`src/rtl/uart_pkg.sv`:
```
// Shared UART frame constants and RX FSM encodings, used by both RX and TX.
// No logic: no latency, no backpressure.
package uart_pkg;
    localparam int   DATA_BITS = 8;
    localparam logic START_LVL = 1'b0;
    localparam logic STOP_LVL  = 1'b1;
    localparam logic IDLE_LVL  = 1'b1;

    typedef logic [DATA_BITS-1:0] byte_t;

    localparam logic [2:0] ST_IDLE      = 3'd0;
    localparam logic [2:0] ST_START     = 3'd1;
    localparam logic [2:0] ST_DATA      = 3'd2;
    localparam logic [2:0] ST_STOP      = 3'd3;
    localparam logic [2:0] ST_WAIT_HIGH = 3'd4;
endpackage

```
`src/rtl/uart_rx_if.sv`:
```
// Byte output channel of the UART receiver: one-entry valid/ready plus error pulses.
// master drives the byte; slave consumes it and may stall via ready_i.
interface uart_rx_if;
    uart_pkg::byte_t rx_data_o;
    logic            valid_o;
    logic            ready_i;
    logic            frame_err_o;
    logic            overrun_o;

    modport master (output rx_data_o, output valid_o, output frame_err_o,
                    output overrun_o, input ready_i);
    modport slave  (input rx_data_o, input valid_o, input frame_err_o,
                    input overrun_o, output ready_i);
endinterface

```
`src/rtl/uart_rx_sync_2ff.sv`:
```
// 1-bit two-flop synchronizer, 2-cycle latency, async reset to RST_VAL.
// No backpressure.
module sync_2ff #(
    parameter logic RST_VAL = 1'b1
) (
    input  logic clk,
    input  logic rst,
    input  logic d,
    output logic q
);
    logic meta;

    always_ff @(posedge clk or posedge rst) begin
        if (rst) begin
            meta <= RST_VAL;
            q    <= RST_VAL;
        end else begin
            meta <= d;
            q    <= meta;
        end
    end
endmodule

```
`src/rtl/uart_rx.sv`:
```
// UART 8N1 receiver; byte valid 2+HALF+9*CLK_PER_BIT clocks after the first low sample.
// ready_i never stalls reception: a byte arriving while the holder is full is dropped (overrun).
module uart_rx
    import uart_pkg::*;
#(
    parameter int CLK_PER_BIT = 16
) (
    input  logic      clk_i,
    input  logic      reset_i,
    input  logic      rx_i,
    uart_rx_if.master rx_if
);
    localparam int HALF = CLK_PER_BIT / 2;
    localparam int CW   = $clog2(CLK_PER_BIT) + 1;
    localparam int BW   = $clog2(DATA_BITS);

    localparam logic [CW-1:0] CNT_HALF = CW'(HALF - 1);
    localparam logic [CW-1:0] CNT_FULL = CW'(CLK_PER_BIT - 1);
    localparam logic [BW-1:0] LAST_BIT = BW'(DATA_BITS - 1);

    logic          rx_sync;
    logic [2:0]    state;
    logic [CW-1:0] cnt;
    logic [BW-1:0] bit_idx;
    byte_t         shift_reg;

    sync_2ff #(.RST_VAL(IDLE_LVL)) u_sync (
        .clk (clk_i),
        .rst (reset_i),
        .d   (rx_i),
        .q   (rx_sync)
    );

    always_ff @(posedge clk_i or posedge reset_i) begin
        if (reset_i) begin
            state             <= ST_IDLE;
            cnt               <= '0;
            bit_idx           <= '0;
            shift_reg         <= '0;
            rx_if.rx_data_o   <= '0;
            rx_if.valid_o     <= 1'b0;
            rx_if.frame_err_o <= 1'b0;
            rx_if.overrun_o   <= 1'b0;
        end else begin
            rx_if.frame_err_o <= 1'b0;
            rx_if.overrun_o   <= 1'b0;
            if (rx_if.valid_o && rx_if.ready_i)
                rx_if.valid_o <= 1'b0;

            case (state)
                ST_IDLE: begin
                    cnt <= '0;
                    if (rx_sync == START_LVL)
                        state <= ST_START;
                end
                ST_START: begin
                    if (cnt == CNT_HALF) begin
                        cnt     <= '0;
                        bit_idx <= '0;
                        // A start bit that is high again at mid-bit is a glitch.
                        state   <= (rx_sync == START_LVL) ? ST_DATA : ST_IDLE;
                    end else begin
                        cnt <= cnt + CW'(1);
                    end
                end
                ST_DATA: begin
                    if (cnt == CNT_FULL) begin
                        cnt                <= '0;
                        shift_reg[bit_idx] <= rx_sync;
                        bit_idx            <= bit_idx + BW'(1);
                        if (bit_idx == LAST_BIT)
                            state <= ST_STOP;
                    end else begin
                        cnt <= cnt + CW'(1);
                    end
                end
                ST_STOP: begin
                    if (cnt == CNT_FULL) begin
                        cnt <= '0;
                        if (rx_sync == STOP_LVL) begin
                            state <= ST_IDLE;
                            if (!rx_if.valid_o || rx_if.ready_i) begin
                                rx_if.rx_data_o <= shift_reg;
                                rx_if.valid_o   <= 1'b1;
                            end else begin
                                rx_if.overrun_o <= 1'b1;
                            end
                        end else begin
                            rx_if.frame_err_o <= 1'b1;
                            state             <= ST_WAIT_HIGH;
                        end
                    end else begin
                        cnt <= cnt + CW'(1);
                    end
                end
                ST_WAIT_HIGH: begin
                    // Hold off while the line is in break so it cannot look like a new start.
                    cnt <= '0;
                    if (rx_sync == IDLE_LVL)
                        state <= ST_IDLE;
                end
                default: begin
                    state <= ST_IDLE;
                    cnt   <= '0;
                end
            endcase
        end
    end
endmodule

```
`src/flat_wrapper.sv`:
```
// flat-port wrapper written by rule: the top's interface ports become plain ports
module uart_rx_flat import uart_pkg::*;
#(
    parameter int CLK_PER_BIT = 16
)
  (clk_i, reset_i, rx_i, rx_if_rx_data_o, rx_if_valid_o, rx_if_frame_err_o, rx_if_overrun_o, rx_if_ready_i);
  uart_rx_if rx_if_i ();
  input  logic clk_i;
  input  logic reset_i;
  input  logic rx_i;
  output wire logic [$bits(rx_if_i.rx_data_o)-1:0] rx_if_rx_data_o;
  output wire logic [$bits(rx_if_i.valid_o)-1:0] rx_if_valid_o;
  output wire logic [$bits(rx_if_i.frame_err_o)-1:0] rx_if_frame_err_o;
  output wire logic [$bits(rx_if_i.overrun_o)-1:0] rx_if_overrun_o;
  input wire logic [$bits(rx_if_i.ready_i)-1:0] rx_if_ready_i;
  assign rx_if_rx_data_o = rx_if_i.rx_data_o;
  assign rx_if_valid_o = rx_if_i.valid_o;
  assign rx_if_frame_err_o = rx_if_i.frame_err_o;
  assign rx_if_overrun_o = rx_if_i.overrun_o;
  assign rx_if_i.ready_i = rx_if_ready_i;
  uart_rx #(.CLK_PER_BIT(CLK_PER_BIT)) u_core (.clk_i(clk_i), .reset_i(reset_i), .rx_i(rx_i), .rx_if(rx_if_i));
endmodule
```
`config.mk`:
```
export PLATFORM = sky130hd
export DESIGN_NAME = uart_rx_flat
export DESIGN_NICKNAME = d
export VERILOG_FILES = /design/src/rtl/uart_pkg.sv /design/src/rtl/uart_rx_if.sv /design/src/rtl/uart_rx_sync_2ff.sv /design/src/rtl/uart_rx.sv /design/src/flat_wrapper.sv
export SDC_FILE = /design/constraint.sdc
export NUM_CORES = 1
export LEC_CHECK = 0
export ABC_AREA = 1
export BUFFER_PORTS_ARGS = -buffer_cell sky130_fd_sc_hd__buf_2
export CAP_MARGIN = 0
export CORE_ASPECT_RATIO = 0.75
export CORE_MARGIN = 4
export CORE_UTILIZATION = 35
export CTS_BUF_LIST = sky130_fd_sc_hd__clkbuf_8
export CTS_CLUSTER_DIAMETER = 100
export CTS_CLUSTER_SIZE = 10
export DETAILED_ROUTE_END_ITERATION = 12
export GPL_TIMING_DRIVEN = 1
export PLACE_DENSITY = 0.62
export SLEW_MARGIN = 25
export SYNTH_ARGS = -nofsm -noshare
export SYNTH_HDL_FRONTEND = slang
export SYNTH_SLANG_ARGS = --single-unit
```
`constraint.sdc`:
```
create_clock -name clk_i -period 4.3 [get_ports clk_i]
set_clock_uncertainty 0.05 [all_clocks]
set_input_delay 0.43 -clock clk_i [delete_from_list [all_inputs] [get_ports clk_i]]
set_output_delay 0.43 -clock clk_i [all_outputs]
set_load 0.05 [all_outputs]
```
==> results of run 1 <==
==> synth_stat cells (3+ instances only) <==
cell	instances	area [um^2]
nand2_1	47	176
dfrtp_1	30	751
nor2_1	20	75.1
inv_1	18	67.6
nand3_1	13	65.1
o21ai_2	8	70.1
o21ai_1	7	35.0
ha_1	4	50.1
inv_2	4	15.0
nand2_2	3	18.8
nor2_4	3	33.8
o21ai_0	3	15.0
==> layout make-up <==
class | count | area, um^2 | share of cell area
Tap cell | 55 | 68.8 | 0.0386
Clock inverter | 3 | 38.8 | 0.0218
Sequential cell | 32 | 803 | 0.451
Multi-Input combinational cell | 119 | 642 | 0.360
Timing Repair Buffer | 15 | 77.6 | 0.0435
Inverter | 22 | 82.6 | 0.0463
Clock buffer | 5 | 68.8 | 0.0386
==> routing by layer <==
layer | up-vias | track usage | routed length (um)
met3 | 4 | 0.0376 | 162
met4 | 0 | 0.0415 | 36
li1 | 599 | - | -
met5 | - | 0 | 0
met1 | 499 | 0.156 | 1450
met2 | 20 | 0.153 | 1030
==> logic make-up (layout without fill, tap and decap cells) <==
| family | after synthesis | after routing | synth area share |
|---|---|---|---|
| XOR/XNOR | 1 | 1 | 0.00563 |
| AO/OA/AOI/OAI | 19 | 19 | 0.0828 |
| AND/OR/NAND/NOR | 95 | 95 | 0.292 |
| flip-flops | 32 | 32 | 0.516 |
| adder cells (fa/ha/maj) | 4 | 4 | 0.0322 |
| buffers and inverters | 26 | 45 | 0.0715 |
==> metrics by stage <==
stage	worst slack [ns]	utilization	instances	power, mW
2_1_floorplan	2.95	-	177	0.534
3_3_place_gp	2.74	0.401	243	0.572
3_5_place_dp	2.74	0.401	243	0.570
4_1_cts	2.74	0.426	251	0.847
5_1_grt	2.59	0.426	251	0.899
6_report	2.74	0.426	251	0.840
==> power by group through the flow <==
| stage | logic [mW] | registers [mW] | clock network [mW] |
|---|---|---|---|
| after floorplan | 0.175 | 0.359 | 0 |
| after CTS | 0.188 | 0.377 | 0.282 |
| final | 0.188 | 0.377 | 0.275 |
| after detailed placement | 0.188 | 0.382 | 0 |
| after global routing | 0.219 | 0.383 | 0.297 |
| after global placement | 0.189 | 0.383 | 0 |
==> worst max-delay path, cell delays in order, from the launching register on <==
cell and delay [ns]:
dfrtp_1 0.50, ha_1 0.20, ha_1 0.14, inv_1 0.04, nand3_1 0.07, nand2_1 0.06, nor2_1 0.18, nand2_1 0.10
nand2_1 0.06, nand2_1 0.05
==> worst max path at each step <==
stage                                              start                                    end  slack (ns)
after floorplan           u_core.rx_if.valid_o$_DFF_PP0_  u_core.rx_if.rx_data_o[0]$_DFFE_PP0P_        2.95
after CTS                  u_core.bit_idx[0]$_DFFE_PP0P_            u_core.state[0]$_DFFE_PP0P_        2.74
after global routing       u_core.bit_idx[0]$_DFFE_PP0P_            u_core.state[1]$_DFFE_PP0P_        2.59
after detailed placement   u_core.bit_idx[0]$_DFFE_PP0P_            u_core.state[0]$_DFFE_PP0P_        2.74
final                      u_core.bit_idx[0]$_DFFE_PP0P_            u_core.state[0]$_DFFE_PP0P_        2.74
after global placement     u_core.bit_idx[0]$_DFFE_PP0P_            u_core.state[0]$_DFFE_PP0P_        2.74
==> summary.md, run 1 <==
| Metric | Value |
|---|---|
| Die W | `85.0 um` |
| GP Congestion | `0.788` |
| FILL cells | `409` |
| Crit Reg-Reg Endpoint | `u_core.state[0]$_DFFE_PP0P_` |
| Fmax achieved | `640 MHz` |
| Worst r2r path cells | `9` |
| Yosys warning count | `0` |
| CTS max path bufs | `2` |
| Flop pwr share | `0.449` |
| Startpoint Class | `flip-flop` |
| Crit path kind | `reg2reg` |
| PD cells | `472 mW/mm^2` |
| Relative slew slack | `0.737` |
| Worst skew pair latency | `0.28 ns` |
| Worst reg2reg setup slack | `2.74 ns` |
| Combinational share of power | `0.224` |
| Drt first pass iters | `4` |
| Final Cell Area | `0.00178 mm^2` |
| Synthesis-to-finish area growth | `14.5%` |
| Vias | `about 1100` |
| Synth Instances | `177` |
| GRT Util Overall | `0.110` |
| Share of cells above drive strength 1 | `0.240` |
| RSZ-0062 raised after global routing | `false` |
| # resized after CTS | `0` |
| Die area | `around 0.0056 mm^2` |
| Gr ovfl total | `0` |
| Vias in the first global route | `1066` |
| First-pass GRT wire length | `4.81 mm` |
| Final Max Tran Viols | `0` |
| Antenna violations before repair | `0` |
| Remaining DRCs | `0` |
| Hold_buf cts | `0` |
| Root Driver | `clkbuf_8` |
| Syn_area_per_cell | `8.79 um^2` |
| Worst reg2reg startpoint | `u_core.bit_idx[0]$_DFFE_PP0P_` |
| DP HPWL | `2.00 mm` |
| Postcts setup bufs | `0` |
| # IOs | `15` |
| Most common cell after layout, fill and taps aside | `nand2_1` |
| CTS buffer count | `5` |
| WL/cell | `~11 um` |
| Int Pwr | `between 0.5 and 0.6 mW` |
| Clock Sinks | `32` |
| Hold Violations, Final | `0` |
| Max-cap violations | `0` |
| CP endpoint kind | `flip-flop` |
| Ys flop type | `dfrtp_1` |
| DP Area | `0.00167 mm^2` |
| Clock power share | `0.327` |
| CTS H-tree depth | `2` |
| Arrival time worst endpoint | `1.69 ns` |
| Via-per-instance ratio | `4.47` |
| Max Fanout on Critical Path | `9` |
| Setup Viol. Count Final | `0` |
| Largest net degree at the start of global routing | `33` |
| Switching part of the total | `0.333` |
| Cell variety after synth | `24` |
| Sequential share of the synthesized area | `0.516` |
| Post-synth EDFFs | `0` |
| Most frequent cells in the layout | `nand2_1 (47), dfrtp_1 (30), nor2_1 (20), inv_1 (19), buf_2 (14)` |
| Core Region | `0.00418 mm^2` |
| CTS tree | `yes` |
| Die height | `65.8 um` |
| Pleak | `~0.87 nW` |
| HP Class | `in2async` |
| Status | `finished clean` |
| Sw power | `0.280 mW` |
| Max VDD drop | `0.000187 V` |
| Worst Tran Pin Value | `0.394 ns` |
| Clk slew on worst S/H paths | `approximately 0.070 ns` |
| Register bit total from synthesis | `32` |
| Final Critical Period | `between 1.5 and 2 ns` |
| Post-route clock period utilization | `0.363` |
| # rows | `20` |
| Post-synthesis cell area | `0.00156 mm^2` |
| Diode count | `0` |
| Setup TNS | `0 ns` |
| Syn nets | `around 190` |
| Critical Path RT | `4.42 ns` |
| DRT antenna net count | `0` |
| Initial drt markers | `71` |
| Final WL | `2.68 mm` |
| IO Port Bufs | `14` |
| WHS | `0.166 ns` |
| Async SR Flop Fraction | `1.00` |
| Initial core utilization | `0.372` |
| Nets | `203` |
Note: power is estimated with default switching activity, not from simulation.
==> inputs of run 2 (changes only) <==
--- a/config.mk
+++ b/config.mk
@@ -16,7 +16,7 @@
 export CTS_CLUSTER_SIZE = 10
 export DETAILED_ROUTE_END_ITERATION = 12
 export GPL_TIMING_DRIVEN = 1
-export PLACE_DENSITY = 0.62
+export PLACE_DENSITY = 0.64
 export SLEW_MARGIN = 25
 export SYNTH_ARGS = -nofsm -noshare
 export SYNTH_HDL_FRONTEND = slang
==> constraint.sdc (replaced) <==
create_clock -name clk_i -period 1.4 [get_ports clk_i]
set_clock_uncertainty 0.05 [all_clocks]
set_input_delay 0.14 -clock clk_i [delete_from_list [all_inputs] [get_ports clk_i]]
set_output_delay 0.14 -clock clk_i [all_outputs]
set_load 0.05 [all_outputs]
==> summary.md, run 2 (synthesis results as in run 1) <==
| Metric | Value |
|---|---|
| Delay of the slowest critical-path stage | `0.39 ns (was 0.50 ns)` |
| Antenna violations before repair | `0 (unchanged)` |
| WL/cell | `10.7 um (about the same)` |
| Drt first pass iters | `4 (unchanged)` |
| Worst r2r path cells | `8 (was 9)` |
| Hold depth | `4` |
| Synthesis-to-finish area growth | `31.4% (was 14.5%)` |
| Via-per-instance ratio | `4.51 (was 4.47)` |
| Die W | `85.0 um (unchanged)` |
| DP HPWL | `2.02 mm (was 2.00 mm)` |
| CTS tree | `yes (unchanged)` |
| First-pass GRT wire length | `5.28 mm (was 4.81 mm)` |
| CTS buffer count | `5 (unchanged)` |
| WHS | `0.209 ns (was 0.166 ns)` |
| Multi-input logic area | `737 um^2 (was 642 um^2)` |
| Fin util | `0.490 (was 0.426)` |
| Hold path endpoint | `u_core.rx_if.overrun_o$_DFF_PP0_` |
| # IOs | `15 (unchanged)` |
| CP delay by family, top | `simple AND/OR/NAND/NOR gates (unchanged)` |
| CP cell instances | `ha_4, nand4_1, nand2_1, nand2_2, inv_4, nand2_2, nand2_1, nand2_1 (was ha_1, ha_1, inv_1, nand3_1, nand2_1, nor2_1, nand2_1, nand2_1, nand2_1)` |
| Critical Path Most Common Cell | `nand2_1 (unchanged)` |
| Total number of cells along the worst setup path | `8 (was 9)` |
| Vias | `1213 (was 1122)` |
| Final WL | `2.87 mm (was 2.68 mm)` |
| Root Driver | `clkbuf_8 (unchanged)` |
| GP Congestion | `0.812 (was 0.788)` |
| GRT Util Overall | `0.121 (was 0.110)` |
| PD cells | `1440 mW/mm^2 (was 472 mW/mm^2)` |
| Post-place setup slack | `-0.140 ns (was 2.74 ns)` |
| Die height | `65.8 um (unchanged)` |
| HP Class | `in2reg (was in2async)` |
| Max-cap violations | `0 (unchanged)` |
| Remaining DRCs | `0 (unchanged)` |
| DP Area | `0.00176 mm^2 (was 0.00167 mm^2)` |
| Gr ovfl total | `0 (unchanged)` |
| Crit path kind | `reg2reg (unchanged)` |
| Diode count | `0 (unchanged)` |
| Arrival time worst endpoint | `1.55 ns (was 1.69 ns)` |
| Clk slew on worst S/H paths | `0.06 ns (was 0.07 ns)` |
| Failing checks | `negative setup slack` |
| DRT antenna net count | `0 (unchanged)` |
| Core Region | `0.00418 mm^2 (unchanged)` |
| Initial core utilization | `0.372 (unchanged)` |
| Clock Sinks | `32 (unchanged)` |
| Nets | `221 (was 203)` |
| Final Max Tran Viols | `0 (unchanged)` |
| CTS max path bufs | `2 (unchanged)` |
| Initial drt markers | `44 (was 71)` |
| Relative slew slack | `0.740 (was 0.737)` |
| Hold Violations, Final | `0 (unchanged)` |
| Final Cell Area | `0.00205 mm^2 (was 0.00178 mm^2)` |
| Final worst slack | `-0.0300 ns (was 2.74 ns)` |
| Crit Reg-Reg Endpoint | `u_core.state[1]$_DFFE_PP0P_ (was u_core.state[0]$_DFFE_PP0P_)` |
| Die area | `0.00559 mm^2 (unchanged)` |
| Max VDD drop | `0.000639 V (was 0.000187 V)` |
| Worst reg2reg startpoint | `u_core.cnt[0]$_DFF_PP0_ (was u_core.bit_idx[0]$_DFFE_PP0P_)` |
| Worst skew pair latency | `0.28 ns (about the same)` |
| Post-route clock period utilization | `1.02 (was 0.363)` |
| IO Port Bufs | `14 (unchanged)` |
| CP endpoint kind | `flip-flop (unchanged)` |
| # rows | `20 (unchanged)` |
| Worst reg2reg setup slack | `-0.03 ns (was 2.74 ns)` |
| Vias in the first global route | `1192 (was 1066)` |
| Pleak | `0.964 nW (was 0.865 nW)` |
| Buf/Inv on CP | `1 (unchanged)` |
| Share of cells above drive strength 1 | `0.402 (was 0.240)` |
| Startpoint Class | `flip-flop (unchanged)` |
| Fmax achieved | `699 MHz (was 640 MHz)` |
| Critical Path RT | `1.52 ns (was 4.42 ns)` |
| CTS H-tree depth | `2 (unchanged)` |
| Final Critical Period | `1.43 ns (was 1.56 ns)` |
| Slowest-stage cell, CP | `dfrtp_1 (unchanged)` |
| Status | `finished with violations (was finished clean)` |
| FILL cells | `403 (was 409)` |
| Setup Viol. Count Final | `10 (was 0)` |
| Worst Tran Pin Value | `0.391 ns (was 0.394 ns)` |
| Register area | `806 um^2 (was 803 um^2)` |
| Min-Delay Startpoint | `rx_if_ready_i` |
| Most common cell after layout, fill and taps aside | `nand2_1 (unchanged)` |
| Max Fanout on Critical Path | `7 (was 9)` |
| Largest net degree at the start of global routing | `33 (unchanged)` |
| RSZ-0062 raised after global routing | `true (was false)` |
| Most frequent cells in the layout | `nand2_1 (35), dfrtp_1 (28), inv_1 (18), nor2_1 (15), buf_4 (15) (was nand2_1 (47), dfrtp_1 (30), nor2_1 (20), inv_1 (19), buf_2 (14))` |
[run 2: worst reg2reg max path: cells and delay by family, from the launching register on]
| kind | cells | cell delay [ns] |
|---|---|---|
| buf+inv | 1 | 0.11 |
| fa+ha+maj | 1 | 0.18 |
| simple gates | 6 | 0.59 |
| flops | 1 | 0.39 |
[run 2: timing repair]
item,4_1_cts,5_1_grt
pin swaps,5,5
buffers inserted,2,1
hold buffers,2,0
hold endpoints to repair,31,0
resized for setup,11,16
endpoints found under the setup margin,24,25
gates cloned,1,0
[run 2: worst max path at each step]
| stage | start | endpoint | slack (ns) |
|---|---|---|---|
| global placement | u_core.cnt[0]$_DFF_PP0_ | u_core.state[0]$_DFFE_PP0P_ | -0.07 |
| CTS | u_core.cnt[1]$_DFF_PP0_ | u_core.state[1]$_DFFE_PP0P_ | -0.02 |
| global route | u_core.cnt[0]$_DFF_PP0_ | u_core.state[1]$_DFFE_PP0P_ | -0.15 |
| finish | u_core.cnt[0]$_DFF_PP0_ | u_core.state[1]$_DFFE_PP0P_ | -0.03 |
| floorplan | u_core.rx_if.valid_o$_DFF_PP0_ | u_core.rx_if.rx_data_o[0]$_DFFE_PP0P_ | 0.05 |
| detailed placement | u_core.cnt[0]$_DFF_PP0_ | u_core.state[1]$_DFFE_PP0P_ | -0.14 |
[run 2: metrics by stage]
step	power, mW	setup TNS, ns	cells
2_1_floorplan	1.64	0	177
3_3_place_gp	1.83	-0.572	255
3_5_place_dp	1.84	-1.38	255
4_1_cts	2.87	-0.0767	268
5_1_grt	3.14	-2.26	269
6_report	2.94	-0.138	269
[run 2: routing by layer]
layer	wire length, um	vias to the layer above	global-route usage
li1	-	637	-
met1	1470	549	0.159
met2	1180	19	0.183
met3	155	8	0.0388
met4	59	0	0.0534
met5	0	-	0
[run 2: where the power goes]
part | internal (mW) | switching, mW
logic | 0.322 | 0.527
registers | 1.02 | 0.129
clock network | 0.627 | 0.320
[run 2: area by class of cell]
class                           instances  area share
Tap cell                               55      0.0336
Clock buffer                            7      0.0471
Timing Repair Buffer                   32       0.109
Inverter                               22      0.0416
Sequential cell                        32       0.394
Multi-Input combinational cell        120       0.360
Clock inverter                          1      0.0147
